### config.mk
export PLATFORM = sky130hd
export DESIGN_NAME = gmii_rx_rgb_extract_flat
export DESIGN_NICKNAME = d
export VERILOG_FILES = /design/src/rtl/gmii_rx_rgb_extract_pkg.sv /design/src/rtl/gmii_rx_rgb_extract_if.sv /design/src/rtl/gmii_rx_rgb_extract.sv /design/src/flat_wrapper.sv
export SDC_FILE = /design/constraint.sdc
export NUM_CORES = 1
export LEC_CHECK = 0
export BUFFER_PORTS_ARGS = -buffer_cell sky130_fd_sc_hd__buf_2
export CAP_MARGIN = 20
export CORE_AREA = 2 2 105 107
export DETAILED_ROUTE_END_ITERATION = 8
export DIE_AREA = 0 0 107 109
export MAX_ROUTING_LAYER = met4
export SKIP_CTS_REPAIR_TIMING = 1
export SLEW_MARGIN = 20
export SYNTH_ARGS = -nofsm -noshare
export SYNTH_HDL_FRONTEND = slang
export SYNTH_SLANG_ARGS = --single-unit
### constraint.sdc
create_clock -name i_rx_clk -period 3.1 [get_ports i_rx_clk]
set_input_delay 0.62 -clock i_rx_clk [delete_from_list [all_inputs] [get_ports i_rx_clk]]
set_output_delay 0.62 -clock i_rx_clk [all_outputs]
set_load 0.05 [all_outputs]
### src/rtl/gmii_rx_rgb_extract_pkg.sv
// ---------------------------------------------------------------------------
// gmii_rx_pkg
// Shared types and constants for the GMII receive RGB extractor: parser
// state encoding, preamble/SFD bytes, the header field values checked on
// every frame, the byte offsets of those fields (counted from the first byte
// after SFD), and a helper that converts a pixel count into a payload byte
// count.
// ---------------------------------------------------------------------------
package gmii_rx_pkg;

   typedef enum logic [2:0] {
      ST_IDLE,
      ST_PREAMBLE,
      ST_HEADER,
      ST_APP_HDR,
      ST_PAYLOAD,
      ST_DROP
   } state_t;

   localparam logic [7:0]  C_PREAMBLE     = 8'h55;
   localparam logic [7:0]  C_SFD          = 8'hD5;
   localparam logic [15:0] C_ETHERTYPE_IP = 16'h0800;
   localparam logic [7:0]  C_IP_VER_IHL   = 8'h45;
   localparam logic [7:0]  C_IP_PROTO_UDP = 8'h11;

   // Byte offsets relative to the first byte after SFD.
   localparam logic [5:0] OFS_MAC_LAST  = 6'd5;
   localparam logic [5:0] OFS_ETYPE     = 6'd12;
   localparam logic [5:0] OFS_IP_VER    = 6'd14;
   localparam logic [5:0] OFS_IP_PROTO  = 6'd23;
   localparam logic [5:0] OFS_UDP_DPORT = 6'd36;
   localparam logic [5:0] OFS_PIX_CNT   = 6'd42;
   localparam logic [5:0] OFS_FLAGS     = 6'd44;
   localparam logic [5:0] OFS_PAYLOAD   = 6'd45;

   // Three bytes per pixel, done as shift-and-add in 18 bits so the largest
   // 16-bit pixel count cannot overflow.
   function automatic logic [17:0] pix_to_bytes(input logic [15:0] pix);
      logic [17:0] p18;
      p18 = {2'b00, pix};
      return (p18 << 1) + p18;
   endfunction

endpackage

### src/rtl/gmii_rx_rgb_extract_if.sv
// ---------------------------------------------------------------------------
// gmii_rx_rgb_extract_if
// Bundles the GMII receive pins and the write stream toward the RX
// clock-change buffer.
//   i_rx_dv / i_rx_er / i_rxd : GMII receive valid, error, byte
//   o_write_valid / o_rgb_data: payload byte stream
//   o_sof                     : first payload byte of an image frame
//   o_data_length             : pixel count of the last accepted packet
//   o_pkt_drop                : one-cycle pulse on reject/abort
// slave  = the parser (consumes GMII, drives the stream)
// master = the PHY/buffer side (drives GMII, observes the stream)
// ---------------------------------------------------------------------------
interface gmii_rx_rgb_extract_if;
   logic        i_rx_dv;
   logic        i_rx_er;
   logic [7:0]  i_rxd;
   logic        o_write_valid;
   logic [7:0]  o_rgb_data;
   logic        o_sof;
   logic [15:0] o_data_length;
   logic        o_pkt_drop;

   modport slave (
      input  i_rx_dv, i_rx_er, i_rxd,
      output o_write_valid, o_rgb_data, o_sof, o_data_length, o_pkt_drop
   );

   modport master (
      output i_rx_dv, i_rx_er, i_rxd,
      input  o_write_valid, o_rgb_data, o_sof, o_data_length, o_pkt_drop
   );
endinterface

### src/rtl/gmii_rx_rgb_extract.sv
// ---------------------------------------------------------------------------
// gmii_rx_rgb_extract
// GMII receive parser on the 125 MHz RX clock. Strips preamble/SFD and the
// Ethernet/IPv4/UDP headers, accepts only IPv4/UDP packets to P_UDP_PORT,
// decodes the 3-byte application header (pixel count, flags) and streams the
// RGB payload bytes with start-of-frame and pixel-count sideband.
//
// Ports:
//   i_rx_clk : GMII receive clock
//   i_rst    : synchronous active-high reset
//   bus      : gmii_rx_rgb_extract_if.slave (GMII in, write stream out)
//
// Parameters:
//   P_UDP_PORT   : accepted UDP destination port
//   P_MAX_PIXELS : largest accepted pixel count
//   P_LOCAL_MAC  : local MAC address, only checked with RX_MAC_FILTER_EN
//
// Build option:
//   RX_MAC_FILTER_EN : when defined, destination MAC must be P_LOCAL_MAC or
//                      broadcast; otherwise the MAC bytes are skipped.
//
// All outputs are registered; a payload byte sampled at cycle t appears on
// the stream at t+1.
// ---------------------------------------------------------------------------
module gmii_rx_rgb_extract
   import gmii_rx_pkg::*;
#(
   parameter logic [15:0] P_UDP_PORT   = 16'd5000,
   parameter logic [15:0] P_MAX_PIXELS = 16'd1024,
   parameter logic [47:0] P_LOCAL_MAC  = 48'h00_0A_35_00_00_01
) (
   input  logic                    i_rx_clk,
   input  logic                    i_rst,
   gmii_rx_rgb_extract_if.slave    bus
);

   state_t      state_q,       state_d;
   logic [5:0]  cnt_q,         cnt_d;          // header byte index n
   logic [17:0] rem_q,         rem_d;          // payload bytes still expected
   logic [15:0] pix_q,         pix_d;          // pixel count being assembled
   logic        sof_pend_q,    sof_pend_d;     // SOF flag waiting for byte 0
   logic        dv_prev_q,     dv_prev_d;      // i_rx_dv one cycle ago

   logic        write_valid_q, write_valid_d;
   logic [7:0]  rgb_data_q,    rgb_data_d;
   logic        sof_q,         sof_d;
   logic [15:0] data_length_q, data_length_d;
   logic        pkt_drop_q,    pkt_drop_d;

   logic        hdr_fail;
   logic [15:0] pix_now;

`ifdef RX_MAC_FILTER_EN
   logic        mac_local_ok_q, mac_local_ok_d;
   logic        mac_bcast_ok_q, mac_bcast_ok_d;
   logic [7:0]  local_mac_byte;

   // Destination MAC arrives most-significant byte first.
   always_comb begin
      local_mac_byte = 8'h00;
      case (cnt_q[2:0])
         3'd0:    local_mac_byte = P_LOCAL_MAC[47:40];
         3'd1:    local_mac_byte = P_LOCAL_MAC[39:32];
         3'd2:    local_mac_byte = P_LOCAL_MAC[31:24];
         3'd3:    local_mac_byte = P_LOCAL_MAC[23:16];
         3'd4:    local_mac_byte = P_LOCAL_MAC[15:8];
         3'd5:    local_mac_byte = P_LOCAL_MAC[7:0];
         default: local_mac_byte = 8'h00;
      endcase
   end
`else
   // The local MAC is only meaningful with the filter built in.
   logic unused_local_mac;
   assign unused_local_mac = ^P_LOCAL_MAC;
`endif

   assign pix_now = {pix_q[15:8], bus.i_rxd};

   // Field comparators for the fixed Ethernet/IPv4/UDP header.
   always_comb begin
      hdr_fail = 1'b0;
      case (cnt_q)
         OFS_ETYPE:            hdr_fail = (bus.i_rxd != C_ETHERTYPE_IP[15:8]);
         OFS_ETYPE + 6'd1:     hdr_fail = (bus.i_rxd != C_ETHERTYPE_IP[7:0]);
         OFS_IP_VER:           hdr_fail = (bus.i_rxd != C_IP_VER_IHL);
         OFS_IP_PROTO:         hdr_fail = (bus.i_rxd != C_IP_PROTO_UDP);
         OFS_UDP_DPORT:        hdr_fail = (bus.i_rxd != P_UDP_PORT[15:8]);
         OFS_UDP_DPORT + 6'd1: hdr_fail = (bus.i_rxd != P_UDP_PORT[7:0]);
`ifdef RX_MAC_FILTER_EN
         OFS_MAC_LAST:         hdr_fail = !((mac_local_ok_q && bus.i_rxd == local_mac_byte) ||
                                            (mac_bcast_ok_q && bus.i_rxd == 8'hFF));
`endif
         default:              hdr_fail = 1'b0;
      endcase
   end

   // NOTE: every signal assigned here gets a default first, so no path can
   // leave it unassigned and infer a latch.
   always_comb begin
      state_d       = state_q;
      cnt_d         = cnt_q;
      rem_d         = rem_q;
      pix_d         = pix_q;
      sof_pend_d    = sof_pend_q;
      dv_prev_d     = bus.i_rx_dv;
      write_valid_d = 1'b0;
      rgb_data_d    = rgb_data_q;
      sof_d         = 1'b0;
      data_length_d = data_length_q;
      pkt_drop_d    = 1'b0;
`ifdef RX_MAC_FILTER_EN
      mac_local_ok_d = mac_local_ok_q;
      mac_bcast_ok_d = mac_bcast_ok_q;
`endif

      if (!bus.i_rx_dv) begin
         // End of carrier; an unfinished packet counts as aborted.
         state_d = ST_IDLE;
         if (state_q == ST_HEADER || state_q == ST_APP_HDR || state_q == ST_PAYLOAD)
            pkt_drop_d = 1'b1;
      end else if (bus.i_rx_er && state_q != ST_IDLE && state_q != ST_DROP) begin
         // Errored byte is never emitted. A frame already in DROP has been
         // reported once and is not reported again.
         state_d    = ST_DROP;
         pkt_drop_d = 1'b1;
      end else begin
         case (state_q)
            ST_IDLE: begin
               // Only a rising i_rx_dv starts a frame; joining mid-frame
               // (e.g. after reset) parks in DROP until the carrier ends.
               if (!dv_prev_q && !bus.i_rx_er && bus.i_rxd == C_PREAMBLE)
                  state_d = ST_PREAMBLE;
               else
                  state_d = ST_DROP;
            end

            ST_PREAMBLE: begin
               if (bus.i_rxd == C_SFD) begin
                  state_d = ST_HEADER;
                  cnt_d   = '0;
               end else if (bus.i_rxd != C_PREAMBLE) begin
                  state_d = ST_DROP;
               end
            end

            ST_HEADER: begin
               cnt_d = cnt_q + 6'd1;
`ifdef RX_MAC_FILTER_EN
               if (cnt_q <= OFS_MAC_LAST) begin
                  mac_local_ok_d = ((cnt_q == '0) || mac_local_ok_q) &&
                                   (bus.i_rxd == local_mac_byte);
                  mac_bcast_ok_d = ((cnt_q == '0) || mac_bcast_ok_q) &&
                                   (bus.i_rxd == 8'hFF);
               end
`endif
               if (hdr_fail) begin
                  state_d    = ST_DROP;
                  pkt_drop_d = 1'b1;
               end else if (cnt_q == OFS_PIX_CNT - 6'd1) begin
                  state_d = ST_APP_HDR;
               end
            end

            ST_APP_HDR: begin
               cnt_d = cnt_q + 6'd1;
               if (cnt_q == OFS_PIX_CNT) begin
                  pix_d[15:8] = bus.i_rxd;
               end else if (cnt_q == OFS_PIX_CNT + 6'd1) begin
                  pix_d[7:0] = bus.i_rxd;
                  if (pix_now == 16'd0 || pix_now > P_MAX_PIXELS) begin
                     state_d    = ST_DROP;
                     pkt_drop_d = 1'b1;
                  end
               end else if (cnt_q == OFS_FLAGS) begin
                  // Length is published here, one cycle ahead of the
                  // first payload valid, and held for the whole burst.
                  data_length_d = pix_q;
                  sof_pend_d    = bus.i_rxd[0];
                  rem_d         = pix_to_bytes(pix_q);
                  cnt_d         = OFS_PAYLOAD;
                  state_d       = ST_PAYLOAD;
               end
            end

            ST_PAYLOAD: begin
               write_valid_d = 1'b1;
               rgb_data_d    = bus.i_rxd;
               sof_d         = sof_pend_q;
               sof_pend_d    = 1'b0;
               rem_d         = rem_q - 18'd1;
               // Remaining bytes (FCS, padding) are discarded silently.
               if (rem_q == 18'd1)
                  state_d = ST_DROP;
            end

            ST_DROP: begin
               state_d = ST_DROP;
            end

            default: begin
               state_d = ST_DROP;
            end
         endcase
      end
   end

   // NOTE: sequential state uses non-blocking assignments only, so every
   // flop samples the pre-edge value of every other flop.
   always_ff @(posedge i_rx_clk) begin
      if (i_rst) begin
         state_q       <= ST_IDLE;
         cnt_q         <= '0;
         rem_q         <= '0;
         pix_q         <= '0;
         sof_pend_q    <= 1'b0;
         // Assume the carrier was already up so a frame in flight at reset
         // release is not mistaken for a new one.
         dv_prev_q     <= 1'b1;
         write_valid_q <= 1'b0;
         rgb_data_q    <= '0;
         sof_q         <= 1'b0;
         data_length_q <= '0;
         pkt_drop_q    <= 1'b0;
`ifdef RX_MAC_FILTER_EN
         mac_local_ok_q <= 1'b0;
         mac_bcast_ok_q <= 1'b0;
`endif
      end else begin
         state_q       <= state_d;
         cnt_q         <= cnt_d;
         rem_q         <= rem_d;
         pix_q         <= pix_d;
         sof_pend_q    <= sof_pend_d;
         dv_prev_q     <= dv_prev_d;
         write_valid_q <= write_valid_d;
         rgb_data_q    <= rgb_data_d;
         sof_q         <= sof_d;
         data_length_q <= data_length_d;
         pkt_drop_q    <= pkt_drop_d;
`ifdef RX_MAC_FILTER_EN
         mac_local_ok_q <= mac_local_ok_d;
         mac_bcast_ok_q <= mac_bcast_ok_d;
`endif
      end
   end

   assign bus.o_write_valid = write_valid_q;
   assign bus.o_rgb_data    = rgb_data_q;
   assign bus.o_sof         = sof_q;
   assign bus.o_data_length = data_length_q;
   assign bus.o_pkt_drop    = pkt_drop_q;

endmodule

### src/flat_wrapper.sv
// flat-port wrapper written by rule: the top's interface ports become plain ports
module gmii_rx_rgb_extract_flat import gmii_rx_pkg::*;
#(
   parameter logic [15:0] P_UDP_PORT   = 16'd5000,
   parameter logic [15:0] P_MAX_PIXELS = 16'd1024,
   parameter logic [47:0] P_LOCAL_MAC  = 48'h00_0A_35_00_00_01
)
  (i_rx_clk, i_rst, bus_i_rx_dv, bus_i_rx_er, bus_i_rxd, bus_o_write_valid, bus_o_rgb_data, bus_o_sof, bus_o_data_length, bus_o_pkt_drop);
  gmii_rx_rgb_extract_if bus_i ();
  input  logic i_rx_clk;
  input  logic i_rst;
  input wire logic [$bits(bus_i.i_rx_dv)-1:0] bus_i_rx_dv;
  input wire logic [$bits(bus_i.i_rx_er)-1:0] bus_i_rx_er;
  input wire logic [$bits(bus_i.i_rxd)-1:0] bus_i_rxd;
  output wire logic [$bits(bus_i.o_write_valid)-1:0] bus_o_write_valid;
  output wire logic [$bits(bus_i.o_rgb_data)-1:0] bus_o_rgb_data;
  output wire logic [$bits(bus_i.o_sof)-1:0] bus_o_sof;
  output wire logic [$bits(bus_i.o_data_length)-1:0] bus_o_data_length;
  output wire logic [$bits(bus_i.o_pkt_drop)-1:0] bus_o_pkt_drop;
  assign bus_i.i_rx_dv = bus_i_rx_dv;
  assign bus_i.i_rx_er = bus_i_rx_er;
  assign bus_i.i_rxd = bus_i_rxd;
  assign bus_o_write_valid = bus_i.o_write_valid;
  assign bus_o_rgb_data = bus_i.o_rgb_data;
  assign bus_o_sof = bus_i.o_sof;
  assign bus_o_data_length = bus_i.o_data_length;
  assign bus_o_pkt_drop = bus_i.o_pkt_drop;
  gmii_rx_rgb_extract #(.P_UDP_PORT(P_UDP_PORT), .P_MAX_PIXELS(P_MAX_PIXELS), .P_LOCAL_MAC(P_LOCAL_MAC)) u_core (.i_rx_clk(i_rx_clk), .i_rst(i_rst), .bus(bus_i));
endmodule
==> results.toml, run 1 <==
[finish]
final_cells = 772
antenna_cells = 0
fillers = 1092
seqCellArea_um2 = 1440
area_growth_pct = 11.6
final_common_cell = "nand2_1"
fin_nets = 670
mostFrequentLayoutCells = "86 x nand2_1, 72 x dfxtp_1, 65 x a21oi_1"
multi_input_area_um2 = 2940
drive_gt1_frac = 0.130

[global_routing]
grt_pass1_vias = 4136
antenna_found_initial = 0
grt_max_degree = 38
grt_first_pass_wirelength_mm = 20.8
track_usage = 0.231
overflow = 0

[power_and_ir_drop]
p_int_mw = 1.41
power_mw = 1.99
power.switching_uw = 587
p_comb_frac = 0.116
sw_frac_of_total = 0.294
seq_power_share = 0.480
leakagePower_nw = 2.03
powerDensity_nw_per_um2 = 389
p_clk_frac = 0.404
ir_drop_v = 0.000233

[place]
pre_cts_ws_ns = 0.495
gp_congestion = 0.887
hpwl_mm = 8.99
place_inst = 756
numPortBuffers = 38

[drt]
drc = 0
vias = 4417
viasPerCell = 5.72
dr.pass1.iters = 4
wl_per_cell_um = 16.0
drtIter0Drc = 202
routed_wl_mm = 12.3
drt.antenna.violating_nets = 0

[yosys]
syn_avg_cell_area_um2 = 7.69
syn_nets = 640
synth_seq_cells = 72
synthCells = 597
synth_cell_type_count = 71
synth_edf_count = 0
synth_warnings = 0
netlist_area_um2 = 4590
synth_async_sr_flop_share = 0
synth_ff_type = "dfxtp_1"
ys_seq_area_frac = 0.314

[critical_path]
critPathMaxFanout = 5
cp-end-kind = "flop"
critPathLaunchType = "flop"
worstPathRequired_ns = 3.41
worstPathArrival_ns = 2.94
criticalPathCategory = "flop to flop"

[clocking]
cts_made_buffers = 9
cts_tree = "built"
clock_sinks = 72
clkTransAtPathRegs_ns = 0.09
cts_max_path_buffers = 2
cts_root_buffer = "clkbuf_8"
clk_latency_ns = 0.36
htree_num_levels = 3

[sta]
slew_viol_final = 0
rsz0062_at_grt = "false"
final.setup.tns_ns = 0
max-slew-margin-rel = 0.508
timing.fmax_mhz = 380
finalSetupViolations = 0
clock_skew_ns = 0.0112
layout_setup_ws_ns = 0.470
fin_crit_ns = 2.63
fin_crit_sh = 0.849
whs_ns = 0.455
finalHoldViolations = 0
tightest_slew_ns = 0.737

[floorplanning]
placementRows = 38
pin_count = 39
die_x_um = 107
core_area_um2 = 10600
die_h_um = 109
start_util = 0.433
die-area_um2 = 11700

[hold_path]
hold_class = "flop to flop"

[flow_run]
drv_cap = 0

[outcome]
status = "completed"
## worst max-delay path: stages, from the launching register on
cell	delay, ns
dfxtp_1	0.44
ha_1	0.24
inv_1	0.07
fa_1	0.41
nor2b_1	0.17
o2111ai_1	0.15
a31oi_1	0.26
a221oi_1	0.18
o21bai_1	0.28
mux2i_1	0.24
o21a_1	0.14
## layer usage
layer  up-vias  track usage  wire, um
met5         -            -         0
met4         0       0.0733       255
met3        18       0.0365       384
met2        78        0.376      5870
met1      2118        0.295      5820
li1       2203            -         -
## synth_stat cells, drive strengths merged, types with 11 or more instances
master	instances	area share
nand2	86	0.070
dfxtp	72	0.31
a21oi	65	0.071
nor2	52	0.043
o21ai	39	0.043
ha	30	0.082
nand3	22	0.024
clkbuf	20	0.017
inv	20	0.016
nor3	18	0.023
buf	12	0.013
xnor2	12	0.023
a211oi	11	0.018
nand2b	11	0.015
## power groups by stage
stage	logic (mW)	registers, mW	clock network (mW)
floorplan	0.168	0.974	0
global placement	0.225	0.978	0
detailed placement	0.228	0.978	0
CTS	0.229	0.956	0.829
global route	0.257	0.959	0.871
finish	0.230	0.956	0.806
## logic make-up (layout without fill, tap and decap cells)
group,count (synthesis),after routing,share of synthesized area
muxes,10,10,0.0218
buffers and inverters,52,87,0.0461
DFF,72,72,0.314
adders and majority gates,31,31,0.0861
and+or+nand+nor,246,246,0.271
xor gates and xnor gates,17,17,0.0324
AOI/OAI and AO/OA,169,169,0.229
## state kept, by name (all words and copies together), names as in the netlist, 3 cells and up
register / count
u_core.pix_q: 16
u_core.cnt_q: 6
u_core.rem_q: 18
u_core.bus.o_rgb_data: 8
u_core.state_q: 3
u_core.bus.o_data_length: 16
## area by class of cell
type	instances	share of cell area
clock buffer	9	0.0242
clock inverter	7	0.0164
inverter	20	0.0146
multi-input combinational	473	0.573
sequential	72	0.281
tap	140	0.0342
timing repair buffer	51	0.0562
## final timing paths
path	startpoint	to	slack, ns	cells past startpoint
worst max-delay path	u_core.pix_q[1]$_SDFFE_PP0P_	u_core.rem_q[15]$_SDFFE_PP0P_	0.47	10
worst min-delay path	u_core.bus.o_data_length[4]$_SDFFE_PP0P_	u_core.bus.o_data_length[4]$_SDFFE_PP0P_	0.45	2
worst max register to register	u_core.pix_q[1]$_SDFFE_PP0P_	u_core.rem_q[15]$_SDFFE_PP0P_	0.47	10
worst min register to register	u_core.bus.o_data_length[4]$_SDFFE_PP0P_	u_core.bus.o_data_length[4]$_SDFFE_PP0P_	0.45	2
## per-stage QoR
step	instance area, um2	util
2_1_floorplan	4590	-
3_3_place_gp	4920	0.464
3_5_place_dp	4920	0.464
4_1_cts	5120	0.483
5_1_grt	5120	0.483
6_report	5120	0.483
(Power assumes the default switching activity.)
==> run 2: changes to the inputs <==
ABC_AREA = 1   (was default)
clock period = 2.3 ns   (was 3.1 ns; I/O delays follow)
==> run 2 against run 1 <==
Critical path depth grew 4; critical path type unchanged; global-route usage shrank 0.74 points; combinational power grew 110%; register-to-register slack lost 0.25 ns; clock skew shrank 0.0011 ns; non-clock buffer count grew 6; hold slack lost 0.096 ns; first-iteration DRC count grew 0.50%; fmax grew 27%; synthesized cell count grew 11%; largest power group unchanged.
==> results.toml, run 2 <==
[outcome]
status = "completed"

[place]
numPortBuffers = 38
hpwl_mm = 8.99
pre_cts_ws_ns = 0.0812
gp_congestion = 0.899

[sta]
rsz0062_at_grt = "false"
finalSetupViolations = 0
clock_skew_ns = 0.0100
final.setup.tns_ns = 0
fin_crit_ns = 2.08
timing.fmax_mhz = 482
max-slew-margin-rel = 0.628
finalHoldViolations = 0
fin_crit_sh = 0.903
slew_viol_final = 0
layout_setup_ws_ns = 0.224
tightest_slew_ns = 0.557

[clocking]
clk_latency_ns = 0.37
cts_tree = "built"
cts_max_path_buffers = 2
cts_root_buffer = "clkbuf_8"
clkTransAtPathRegs_ns = 0.09
htree_num_levels = 3
cts_made_buffers = 9
clock_sinks = 72

[finish]
final_common_cell = "nand2_1"
largest-register = "u_core.rem_q"
drive_gt1_frac = 0.165
fin_util = 0.500
area_growth_pct = 14.3
mostFrequentLayoutCells = "105 x nand2_1, 74 x inv_1, 72 x a21oi_1"
largest_reg_flops = 18
fin_nets = 754
antenna_cells = 0

[drt]
drtIter0Drc = 203
viasPerCell = 5.18
drc = 0
vias = 4430
drt.antenna.violating_nets = 0
dr.pass1.iters = 4
wl_per_cell_um = 13.9
routed_wl_mm = 11.9

[power_and_ir_drop]
powerDensity_nw_per_um2 = 563
ir_drop_v = 0.000317
leakagePower_nw = 2.38

[yosys]
yosys.area.top_type = "dfxtp_1"
synth_cell_type_count = 43
synth_seq_cells = 72
synthCells = 664
syn_nets = 707
syn_avg_cell_area_um2 = 6.99
synth.most_common_cell = "nand2_1"
netlist_top_cells_count = "105 x nand2_1, 74 x inv_1, 72 x a21oi_1, 72 x dfxtp_1, 72 x o21ai_0"
synthTopCellsByArea = "dfxtp_1 31%, nand2_1 8.5%, ha_1 8.1%"
synth_edf_count = 0
ys_seq_area_frac = 0.311
synth_async_sr_flop_share = 0
netlist_area_um2 = 4640
synth_ff_type = "dfxtp_1"
yosysTopAreaCellShare = 0.311
synth_warnings = 0

[critical_path]
cpPeakStageDelay_ns = 0.39
crit_path_cell_trace = "ha_4 -> inv_1 -> fa_2 -> nand3b_1 -> nand2_1 -> a21oi_1 -> o21ai_1 -> buf_4 -> nand3_1 -> nand2_1 -> nand2_1 -> o21ai_0 -> nand2_1 -> a21oi_1"
worstPathRequired_ns = 2.60
worstPathArrival_ns = 2.38
rrSetupSlack_ns = 0.22
critPathLaunchType = "flop"
startpoint = "u_core.pix_q[0]$_SDFFE_PP0P_"
criticalPathCategory = "flop to flop"
cp-end-kind = "flop"
critPathMaxFanout = 2
endpoint = "u_core.rem_q[17]$_SDFFE_PP0P_"
reg2reg_from = "u_core.pix_q[0]$_SDFFE_PP0P_"
slowest_stage = "dfxtp_1"
r2r-end = "u_core.rem_q[17]$_SDFFE_PP0P_"
reg2reg_depth = 14
worst_path_most_repeated_cell = "nand2_1"

[floorplanning]
die-area_um2 = 11700
die_x_um = 107
pin_count = 39
placementRows = 38
die_h_um = 109
start_util = 0.437
core_area_um2 = 10600

[hold_path]
hold_class = "input pin to flop"

[flow_run]
drv_cap = 0

[global_routing]
track_usage = 0.223
antenna_found_initial = 0
overflow = 0
grt_max_degree = 39
grt_first_pass_wirelength_mm = 20.0
grt_pass1_vias = 4257
run 2: layout make-up:
| class | instances | area [um2] |
|---|---|---|
| timing repair buffer | 57 | 353 |
| clock inverter | 7 | 104 |
| sequential | 72 | 1440 |
| fill | 1075 | 5300 |
| tap | 140 | 175 |
| multi-input combinational | 487 | 2790 |
| clock buffer | 9 | 124 |
| inverter | 84 | 315 |
run 2: where the power goes:
group,leakage [nW],internal [mW],switching (mW),total (mW)
logic,1.69,0.161,0.323,0.484
clock network,0.108,0.624,0.565,1.19
registers,0.583,1.28,0.0335,1.31
total,2.38,2.07,0.921,2.99
run 2: worst min-delay path by stage:
stage	start	to	slack, ns	cells past startpoint
5_1_grt	bus_i_rx_dv	u_core.dv_prev_q$_SDFF_PP1_	0.35	3
4_1_cts	bus_i_rx_dv	u_core.dv_prev_q$_SDFF_PP1_	0.34	3
3_5_place_dp	u_core.sof_pend_q$_SDFFE_PP0P_	u_core.bus.o_sof$_SDFF_PP0_	0.46	2
3_3_place_gp	u_core.sof_pend_q$_SDFFE_PP0P_	u_core.bus.o_sof$_SDFF_PP0_	0.45	2
6_report	bus_i_rx_dv	u_core.dv_prev_q$_SDFF_PP1_	0.36	3
2_1_floorplan	u_core.sof_pend_q$_SDFFE_PP0P_	u_core.bus.o_sof$_SDFF_PP0_	0.43	2
run 2: logic make-up after synthesis:
group           share of synthesized area
fa+ha+maj                          0.0852
flops                               0.311
compound gates                      0.228
xor+xnor                           0.0283
simple gates                        0.255
buf+inv                            0.0928
run 2: stage by stage:
step	cells	power (mW)	hold slack, ns	area [um2]
after global routing	856	3.13	0.353	5300
after floorplan	664	1.70	0.432	4640
after detailed placement	840	1.82	0.457	5040
after CTS	856	3.01	0.339	5270
final	856	2.99	0.359	5300
after global placement	840	1.82	0.455	5040
run 2: worst max-delay path, delay by kind of cell, from the launching register on:
family / cells / cell delay [ns]
AOI/OAI and AO/OA: 4 / 0.43
DFF: 1 / 0.39
buffers and inverters: 2 / 0.19
and+or+nand+nor: 6 / 0.51
adders and majority gates: 2 / 0.49
run 2: per-layer routing:
| layer | vias up | routed length, um | GRT usage |
|---|---|---|---|
| met5 | - | 0 | - |
| met4 | 0 | 155 | 0.0770 |
| met3 | 13 | 475 | 0.0389 |
| met2 | 75 | 5570 | 0.362 |
| met1 | 2018 | 5700 | 0.282 |
| li1 | 2324 | - | - |
